`src/rtl/demux2_stream_pkg.sv`:
```
// Shared select encoding for the 1-to-2 stream demultiplexer.
package demux2_stream_pkg;
    localparam logic CH0 = 1'b0;
    localparam logic CH1 = 1'b1;
endpackage

```
`src/rtl/demux2_slot.sv`:
```
// One output channel: a single-entry data register, its valid flag and an accept counter.
module demux2_slot #(
    parameter int WIDTH = 8,
    parameter int CNT_W = 16
) (
    input  logic             clk,
    input  logic             rst_n,
    input  logic             load,
    input  logic [WIDTH-1:0] data,
    input  logic             out_ready,
    output logic [WIDTH-1:0] data_q,
    output logic             valid_q,
    output logic             free,
    output logic [CNT_W-1:0] cnt
);
    logic [WIDTH-1:0] data_d;
    logic             valid_d;
    logic [CNT_W-1:0] cnt_q, cnt_d;

    // A full slot that drains this cycle can take a new word in the same cycle.
    assign free = !valid_q || out_ready;
    assign cnt  = cnt_q;

    always_comb begin
        data_d  = data_q;
        valid_d = valid_q;
        cnt_d   = cnt_q;
        if (load) begin
            data_d  = data;
            valid_d = 1'b1;
            cnt_d   = cnt_q + CNT_W'(1);
        end else if (valid_q && out_ready) begin
            valid_d = 1'b0;
        end
    end

    always_ff @(posedge clk) begin
        if (!rst_n) begin
            data_q  <= '0;
            valid_q <= 1'b0;
            cnt_q   <= '0;
        end else begin
            data_q  <= data_d;
            valid_q <= valid_d;
            cnt_q   <= cnt_d;
        end
    end
endmodule

```
`src/rtl/demux2_stream.sv`:
```
// Registered 1-to-2 stream demux: each word goes to the slot chosen by s, strictly in order.
module demux2_stream
    import demux2_stream_pkg::*;
#(
    parameter int WIDTH = 8,
    parameter int CNT_W = 16
) (
    input  logic             clk,
    input  logic             rst_n,
    input  logic [WIDTH-1:0] d,
    input  logic             s,
    input  logic             in_valid,
    output logic             in_ready,
    output logic [WIDTH-1:0] y0,
    output logic             y0_valid,
    input  logic             y0_ready,
    output logic [WIDTH-1:0] y1,
    output logic             y1_valid,
    input  logic             y1_ready,
    output logic [CNT_W-1:0] cnt0,
    output logic [CNT_W-1:0] cnt1
);
    logic free0, free1;
    logic accept, load0, load1;

    // Only the selected slot gates readiness, so a stalled head word blocks both channels.
    assign in_ready = rst_n && ((s == CH1) ? free1 : free0);
    assign accept   = in_valid && in_ready;
    assign load0    = accept && (s == CH0);
    assign load1    = accept && (s == CH1);

    demux2_slot #(.WIDTH(WIDTH), .CNT_W(CNT_W)) u_slot0 (
        .clk       (clk),
        .rst_n     (rst_n),
        .load      (load0),
        .data      (d),
        .out_ready (y0_ready),
        .data_q    (y0),
        .valid_q   (y0_valid),
        .free      (free0),
        .cnt       (cnt0)
    );

    demux2_slot #(.WIDTH(WIDTH), .CNT_W(CNT_W)) u_slot1 (
        .clk       (clk),
        .rst_n     (rst_n),
        .load      (load1),
        .data      (d),
        .out_ready (y1_ready),
        .data_q    (y1),
        .valid_q   (y1_valid),
        .free      (free1),
        .cnt       (cnt1)
    );
endmodule
```
`config.mk`:
```
export PLATFORM = sky130hd
export DESIGN_NAME = demux2_stream
export DESIGN_NICKNAME = d
export VERILOG_FILES = /design/src/rtl/demux2_stream_pkg.sv /design/src/rtl/demux2_slot.sv /design/src/rtl/demux2_stream.sv
export SDC_FILE = /design/constraint.sdc
export NUM_CORES = 1
export LEC_CHECK = 0
export CAP_MARGIN = 20
export CORE_ASPECT_RATIO = 0.8
export CORE_UTILIZATION = 33
export CTS_CLUSTER_SIZE = 12
export DETAILED_ROUTE_END_ITERATION = 12
export GPL_ROUTABILITY_DRIVEN = 1
export PLACE_DENSITY = 0.67
export RECOVER_POWER = 50
export SYNTH_ARGS = -nofsm -noshare
export SYNTH_HDL_FRONTEND = slang
export SYNTH_SLANG_ARGS = --single-unit
```
`constraint.sdc`:
```
create_clock -name clk -period 4.4 [get_ports clk]
set_input_delay 0.44 -clock clk [delete_from_list [all_inputs] [get_ports clk]]
set_output_delay 0.44 -clock clk [all_outputs]
set_load 0.02 [all_outputs]
```
## Yosys cells after proc, flatten, opt, wreduce, memory -nomap -nowiden

Index checks and enable logic that the tools add are counted.

| cells by class | value |
|---|---|
| bitwise operators | 1 |
| multiplexer cells | 5 |
| add/subtract/negate cells | 2 |
| reduce and logical (&&, ||, !) cells | 12 |

Operators with widths:

| operator | number |
|---|---|
| 16-bit by 1-bit adder with 16-bit output (second input constant) | 2 |
| 1-bit logical AND | 6 |
| 1-bit two-way mux | 5 |
| 2-bit nonzero test | 2 |
| 1-bit zero test | 2 |
| 1-bit logical OR | 2 |
| 1-bit NOT | 1 |

| storage, ports and cells | value |
|---|---|
| register bits | 50 |
| logic and storage cells | 26 |
| output and inout port bits | 51 |

## Longest topological paths before layout

Gate-level depths: netlist of the first run.

| depth | value |
|---|---|
| depth after elaboration | 7 |
| mapped depth | 6 |
| depth with buffers taken out | 5 |

## Cells and area by module

A second synthesis of the first run with hierarchy kept.

| second synthesis, totals | value |
|---|---|
| cell total of the unflattened synthesis | 230 |
| area, all modules | 2312.2 sq um |

Modules (own cells, without submodules):

| module | cells an instance | area an instance (sq um) | instances |
|---|---|---|---|
| demux2_slot | 112 | 1136.1 | 2 |
| demux2_stream | 6 | 40.0 | 1 |

## Worst setup path after synthesis of the first run

OpenSTA, ideal clock, no wires.

| timing | value |
|---|---|
| path type | input to output |
| start point | in y0_ready |
| end point | out in_ready |
| setup slack | 2619 ps |
| data required time | 3960 ps |
| path buffers | 1 |
| cell stages on the path | 4 |
| data arrival time | 1341 ps |
| cells stage by stage | nand2b_1 buf_2 nor2_1 a211oi_1 |

| between the ends | value |
|---|---|
| cells in the longest elaborated chain, start to end | 3 |

Ends and longest elaborated chain:

| what | line | text |
|---|---|---|
| from (decl) | demux2_stream.sv:16 | `input logic y0_ready,` |
| 1-bit logical OR | demux2_slot.sv:21 | `assign free = !valid_q \|\| out_ready;` |
| 1-bit two-way mux | demux2_stream.sv:27 | `assign in_ready = rst_n && ((s == CH1) ? free1 : free0);` |
| 1-bit logical AND | demux2_stream.sv:27 |  |
| to (decl) | demux2_stream.sv:13 | `output logic in_ready,` |

Every way passes these cells.

## Worst setup path after layout of the first run

| timing | value |
|---|---|
| start point | in rst_n |
| end point | out in_ready |

| between the ends | value |
|---|---|
| cells in the longest elaborated chain, start to end | 1 |

Ends and longest elaborated chain:

| what | line | text |
|---|---|---|
| from (decl) | demux2_stream.sv:9 | `input logic rst_n,` |
| 1-bit logical AND | demux2_stream.sv:27 |  |

Every way passes these cells.

==> summary.txt, run 1 <==
Die
  – Initial Utilization: 35.14%
  – Die X: 92.11 µm
  – IO Pins: between 60 and 70
  – Die H: between 70 and 80 µm
  – Full die area: 0.006823 mm²
  – CORE AREA: 0.006100 mm²
  – Row count: 25

Global route
  – Tot GR Track Use: between 15 and 20%
  – First-pass GRT wire length: 8252 µm
  – Pin count of the biggest net entering global routing: between 40 and 50
  – Overflow after GRT: 0
  – Number of global-route vias before repair: 1,696
  – Initial antenna violation count: 0

Routing
  – ANT nets after route: 0
  – Via density: 4.957
  – Initial DRC count: ~80
  – Final wirelength: 5089 µm
  – DRC violations left: 0
  – Per-cell routed wire length: ~13 µm
  – Via count: 1,963
  – Drt pass-1 iters: 4

Synth
  – Async set-or-reset flop fraction in the synthesized netlist: 0%
  – Gate Count Post-Synth: 252
  – Seq/Total Area, Yosys: 46.70%
  – Syn Area/Cell: between 8 and 9 µm²
  – Flops & latches, synth: 50
  – Synth warn: 0
  – Synth Flop Type: dfxtp_1
  – Synth cell types: 32
  – Syn Std Cell Area: 0.002143 mm²
  – Syn nets: 268
  – Post-synth EDFFs: 0

Clock tree
  – Post-cts sizing count: 0
  – Clk slew on worst S/H paths: roughly 90 ps
  – Hold-fix buffers, CTS: 0
  – Buffer count from post-CTS setup fixing: 0
  – CTS Sinks: 50
  – CTS tree: yes
  – H-tree depth: 2
  – CTS max path bufs: 2
  – Clk root buf: clkbuf_8
  – Num CTS Buffers: 5
  – Clk Latency, worst-skew pair: 300 ps

Cells and area
  – Antenna Cells: 0
  – Layout cell share with drive strength beyond 1: 3.492%
  – Fin nets: 330
  – Layout area overhead: 36.66%
  – Multi-input logic area: 0.001081 mm²
  – Register area: 0.001001 mm²
  – Fill count: 597

Timing
  – Setup Skew: 6.666 ps
  – Crit path time final: 3327 ps
  – Post-route clock period utilization: between 70% and 80%
  – Rel. slew slack: approximately a tenth
  – TNS Setup: 0 ps
  – Setup Viol. Count Final: 0
  – Hold Violations, Final: 0
  – Max-slew violation count: 0
  – Peak Freq: 300.5 MHz
  – RSZ-0062 raised after global routing: no
  – Worst slew pin tran: 1352 ps

Job
  – Max_cap viols: 0

Placed design
  – Port bufs: 64
  – GP Congestion: between 0.8 and 0.9
  – DP HPWL: 3684 µm

Worst setup path
  – Crit end category: output port
  – FF-to-FF path depth: 4
  – CP max FO: 45
  – WS Path Type: in2out
  – Reg-to-reg slack, setup: 2640 ps
  – Worst EP arrival: 2890 ps
  – Reg2reg end: u_slot0.cnt[15]
  – R2R Path Start: u_slot0.cnt[2]
  – CP Launch Type: input port
  – Worst path required time: 3960 ps

Min path
  – Path category of the worst min-delay check: reg2reg
  – Hold Crit Endpoint: u_slot1.data_q[3]
  – Hold Crit Start: u_slot1.data_q[3]
  – Hold Path Depth: 2

Power
  – Leakage: 1.113 nW
  – Switching part of the total: 23.79%
  – VDD IR-drop max: 146.1 µV
  – Sw Pwr: between 150 and 200 µW
  – Comb pwr share: about 8.1%
  – Sequential share of power: 58.9%
  – Total Power: 786.3 µW
  – Power share of the clock group: 33.0%
  – Pint: between 500 and 600 µW
  – Pwr dens: 268.5 mW/mm²

Outcome
  – Status: complete, no violations
## sequential cells by signal, indices dropped and copies added (netlist names)
| register | flops |
|---|---|
| u_slot0.data_q | 8 |
| u_slot1.cnt | 16 |
| u_slot1.data_q | 8 |
| u_slot0.valid_q | 1 |
| u_slot0.cnt | 16 |
| u_slot1.valid_q | 1 |
## how the worst max path moves through the flow
| stage | startpoint | end | slack (ps) | cells after the start |
|---|---|---|---|---|
| after floorplan | y0_ready | in_ready | 2620 | 4 |
| after global placement | rst_n | in_ready | 1570 | 5 |
| after detailed placement | rst_n | in_ready | 1550 | 5 |
| after CTS | rst_n | in_ready | 1540 | 5 |
| after global routing | rst_n | in_ready | 900 | 5 |
| final | rst_n | in_ready | 1070 | 5 |
## stage by stage
| step | util, % | std cells | hold WS (ps) | instance area [µm²] | setup slack, ps |
|---|---|---|---|---|---|
| floorplan | - | 252 | 529.2 | 2143 | 2619 |
| global route | 48.02 | 396 | 489.5 | 2929 | 902.2 |
| CTS | 48.02 | 396 | 465.1 | 2929 | 1545 |
| global placement | 46.61 | 388 | 448.7 | 2843 | 1575 |
| finish | 48.02 | 396 | 458.7 | 2929 | 1073 |
| detailed placement | 46.61 | 388 | 451.6 | 2843 | 1552 |
## per-layer routing
layer	GRT usage (%)	vias up	part of all wire, %
met5	0	-	0
met4	3.125	0	0.39
met3	3.988	2	5.2
met2	23.47	49	45
met1	21.53	899	49
li1	-	1013	-
## power by group through the flow
stage	sequential [mW]	clock [mW]	combinational, mW
final	0.463	0.259	0.0638
after global routing	0.465	0.293	0.0694
after CTS	0.464	0.270	0.0669
after detailed placement	0.474	0	0.0666
after global placement	0.474	0	0.0654
after floorplan	0.482	0	0.0249
## cells in the final DEF, fill, tap and decap left out, drive strengths merged
cell type and count:
a211oi 1, a21oi 31, and2 5, and3 6, and3b 1, and4 5, buf 1, clkbuf 6
clkdlybuf4s50 31, clkinv 2, dfxtp 50, dlygate4sd3 33, ha 2, inv 3, mux2i 6, nand2 54
nand2b 5, nand3 9, nand4 10, nand4b 1, nor2 13, nor2b 1, nor3 2, nor4 2
o211ai 1, o21ai 6, o31ai 5, or3 5, or4 6, xnor2 5, xor2 7
## synthesized netlist by cell type, types with 2 or more instances
master	count	share of area [%]
nand2_1	54	9.5
dfxtp_1	50	47
a21oi_1	31	7.2
nor2_1	13	2.3
nand4_1	10	2.9
nand3_1	7	1.6
xor2_1	7	2.9
and3_1	6	1.8
mux2i_1	6	2.8
o21ai_1	6	1.4
or4_1	6	2.1
and2_1	5	1.5
clkbuf_1	5	0.88
nand2b_1	5	1.5
o31ai_1	5	1.8
or3_1	5	1.5
xnor2_1	5	2.0
and4_1	4	1.6
buf_2	4	0.93
ha_1	2	1.2
inv_1	2	0.35
nand3_4	2	1.6
nor3_1	2	0.47
nor4_1	2	0.58
## cell type report
class	count	share of cell area (%)
inverters	3	0.3845
flip-flops and latches	50	34.17
repair buffers	65	22.13
clock buffers	6	2.478
well taps	81	3.460
multi-input cells	189	36.91
clock inverters	2	0.4699
## critical path, stage by stage
cell and delay (ps):
dlygate4sd3_1 530, buf_4 180, inv_1 980, a211oi_1 130, clkdlybuf4s50_1 610
## cell families (layout without fill, tap and decap cells)
family | count (synthesis) | in the layout | synth area share [%]
buffers and inverters | 13 | 76 | 2.861
adder cells (fa/ha/maj) | 2 | 2 | 1.167
AO/OA/AOI/OAI | 44 | 44 | 11.09
multiplexers | 6 | 6 | 2.802
AND/OR/NAND/NOR | 125 | 125 | 30.47
XOR/XNOR | 12 | 12 | 4.904
flip-flops | 50 | 50 | 46.70
Note: power is estimated with default switching activity, not from simulation.
==> run 2, diff against run 1 <==
--- a/config.mk
+++ b/config.mk
@@ -11,7 +11,7 @@
 export CTS_CLUSTER_SIZE = 12
 export DETAILED_ROUTE_END_ITERATION = 12
 export GPL_ROUTABILITY_DRIVEN = 1
-export PLACE_DENSITY = 0.67
+export PLACE_DENSITY = 0.69
 export RECOVER_POWER = 50
 export SYNTH_ARGS = -nofsm -noshare
 export SYNTH_HDL_FRONTEND = slang
==> constraint.sdc (replaced) <==
create_clock -name clk -period 2.7 [get_ports clk]
set_input_delay 0.27 -clock clk [delete_from_list [all_inputs] [get_ports clk]]
set_output_delay 0.27 -clock clk [all_outputs]
set_load 0.02 [all_outputs]
==> run 2 against run 1 <==
  * Die area stayed put
  * Count of clock-buffer cells in the layout is 1 lower
  * First-iteration DRC count is 44% lower
  * Sequential power is 63% higher
  * Total power is 69% higher
  * Wire length is 1.8% lower
  * Largest power group unchanged
  * Combinational power is 63% higher
  * Clock skew is 5.6 ps higher
==> summary.txt, run 2 (synthesis results as in run 1) <==
Timing
  – Post-route clock period utilization: 79.77%
  – Setup Skew: 12.25 ps (+5.588 ps)
  – Hold Violations, Final: 0 (unchanged)
  – Crit path time final: approximately 2200 ps
  – Final setup margin: 546.1 ps (-526.6 ps)
  – TNS Setup: 0 ps (unchanged)
  – Worst slew pin tran: 451.8 ps (-900.2 ps)
  – Peak Freq: ~460 MHz
  – RSZ-0062 raised after global routing: no
  – Rel. slew slack: 69.88% (+60 points)
  – Max-slew violation count: 0 (unchanged)
  – Setup Viol. Count Final: 0 (unchanged)

Placed design
  – GP Congestion: 0.7650 (-6.4%)
  – DP Worst Slack: 505.8 ps (-1046 ps)
  – Port bufs: 64 (unchanged)
  – Placed Area: 0.002865 mm² (+0.79%)
  – Placed cells: 391 (+0.77%)
  – DP HPWL: 3618 µm (-1.8%)

Worst setup path
  – Worst EP arrival: 1880 ps (-1010 ps)
  – WS Path Type: in2out
  – CP Launch Type: input port
  – CP max stage cell: clkdlybuf4s50_1
  – Critical-path cell list: dlygate4sd3_1, buf_4, inv_2, a211oi_1, clkdlybuf4s50_1
  – FF-to-FF path depth: 5 (+1)
  – Crit end category: output port
  – Worst path required time: 2430 ps (-1530 ps)
  – Max incr delay on CP: 640 ps (-340 ps)
  – Reg-to-reg slack, setup: 1000 ps (-1640 ps)
  – CP max FO: 13 (-71%)

Global route
  – First-pass GRT wire length: 8204 µm (-0.58%)
  – Number of global-route vias before repair: 1,740 (+2.6%)
  – Initial antenna violation count: 0 (unchanged)
  – Tot GR Track Use: 15.16% (-0.029 points)
  – Pin count of the biggest net entering global routing: 45 (-2.2%)
  – Overflow after GRT: 0 (unchanged)

Clock tree
  – Clk Latency, worst-skew pair: 320 ps (+20 ps)
  – Buffer count from post-CTS setup fixing: 0 (unchanged)
  – Hold-fix buffers, CTS: 0 (unchanged)
  – CTS Sinks: 50 (unchanged)
  – CTS max path bufs: 2 (unchanged)
  – CTS tree: yes
  – Clk root buf: clkbuf_8
  – Num CTS Buffers: 5 (unchanged)
  – H-tree depth: 2 (unchanged)
  – Post-cts sizing count: 0 (unchanged)
  – Clk slew on worst S/H paths: 110 ps (+20 ps)

Power
  – Leakage: 1.127 nW (+1.3%)
  – Total Power: 1.333 mW (+69%)
  – VDD IR-drop max: 278.8 µV (+91%)
  – Pwr dens: 452.3 mW/mm² (+68%)

Routing
  – Via count: 1,974 (+0.56%)
  – Initial DRC count: 45 (-44%)
  – Via density: 4.947 (-0.20%)
  – Drt pass-1 iters: 4 (unchanged)
  – Per-cell routed wire length: 12.52 µm (-2.6%)
  – DRC violations left: 0 (unchanged)
  – ANT nets after route: 0 (unchanged)
  – Final wirelength: 4995 µm (-1.8%)

Cells and area
  – Leading cell type in the layout, fill and taps excluded: nand2_1
  – Non-filler cells in the finished layout: 399 (+0.76%)
  – Layout area overhead: 37.48%
  – Finished Cell Area: 0.002947 mm² (+0.60%)
  – Layout cell share with drive strength beyond 1: 4.403% (+0.91 points)
  – Antenna Cells: 0 (unchanged)
  – Most frequent cells in the layout: nand2_1 (54), dfxtp_1 (50), dlygate4sd3_1 (34), a21oi_1 (31), clkdlybuf4s50_1 (30)
  – Fill count: 580 (-2.8%)
  – Fin nets: 333 (+0.91%)

Die
  – Die H: 74.08 µm (unchanged)
  – Full die area: 0.006823 mm² (unchanged)
  – Row count: 25 (unchanged)
  – Initial Utilization: 35.14% (unchanged)
  – IO Pins: 65 (unchanged)
  – CORE AREA: 0.006100 mm² (unchanged)
  – Die X: 92.11 µm (unchanged)

Min path
  – Hold Path Depth: 2 (unchanged)
  – Path category of the worst min-delay check: reg2reg

Job
  – Max_cap viols: 0 (unchanged)

Outcome
  – Status: complete, no violations
[run 2: cell count changes in the layout (fill, tap and decap cells not counted)]
cell	previous run	this run
inv_8	0	1
buf_4	1	3
inv_1	3	2
inv_6	0	1
nand3_4	2	1
dlygate4sd3_1	33	34
clkinv_2	1	0
nand3_1	7	8
clkdlybuf4s50_1	31	30
inv_2	0	1
[run 2: path summary, 6_finish.rpt]
check / from / end
hold / removal: u_slot1.data_q[3] / u_slot1.data_q[3]
setup reg to reg: u_slot1.cnt[0] / u_slot1.cnt[10]
hold reg to reg: u_slot1.data_q[3] / u_slot1.data_q[3]
setup / recovery: rst_n / in_ready
[run 2: power breakdown]
part	switching (mW)	total, mW	internal [mW]
Combinational	0.0579	0.104	0.0462
Clock	0.279	0.473	0.194
Sequential	0.00709	0.755	0.748
[run 2: through the flow]
stage | hold WS (ps) | utilization [%]
3_5_place_dp | 445.7 | 46.97
5_1_grt | 486.1 | 48.31
6_report | 456.0 | 48.31
4_1_cts | 461.4 | 48.57
3_3_place_gp | 444.6 | 46.97
2_1_floorplan | 406.0 | -
[run 2: critical path: cells and delay by family]
kind                   cells  cell delay (ps)
AO/OA/AOI/OAI              1              180
buffers and inverters      4             1430
[run 2: area by class of cell]
class / count / area (µm²) / share of cell area [%]
multi-input combinational: 189 / 1069 / 36.26
timing repair buffer: 68 / 666.9 / 22.63
clock inverter: 3 / 28.78 / 0.9766
clock buffer: 5 / 68.82 / 2.335
inverter: 3 / 11.26 / 0.3822
sequential: 50 / 1001 / 33.97
tap: 81 / 101.3 / 3.439
[run 2: metal layers]
metal | global-route usage (%) | vias up | wire [µm]
li1 | - | 1019 | -
met1 | 21.81 | 896 | 2620
met2 | 21.72 | 51 | 2013
met3 | 4.294 | 8 | 292
met4 | 5.208 | 0 | 68
met5 | 0 | - | 0
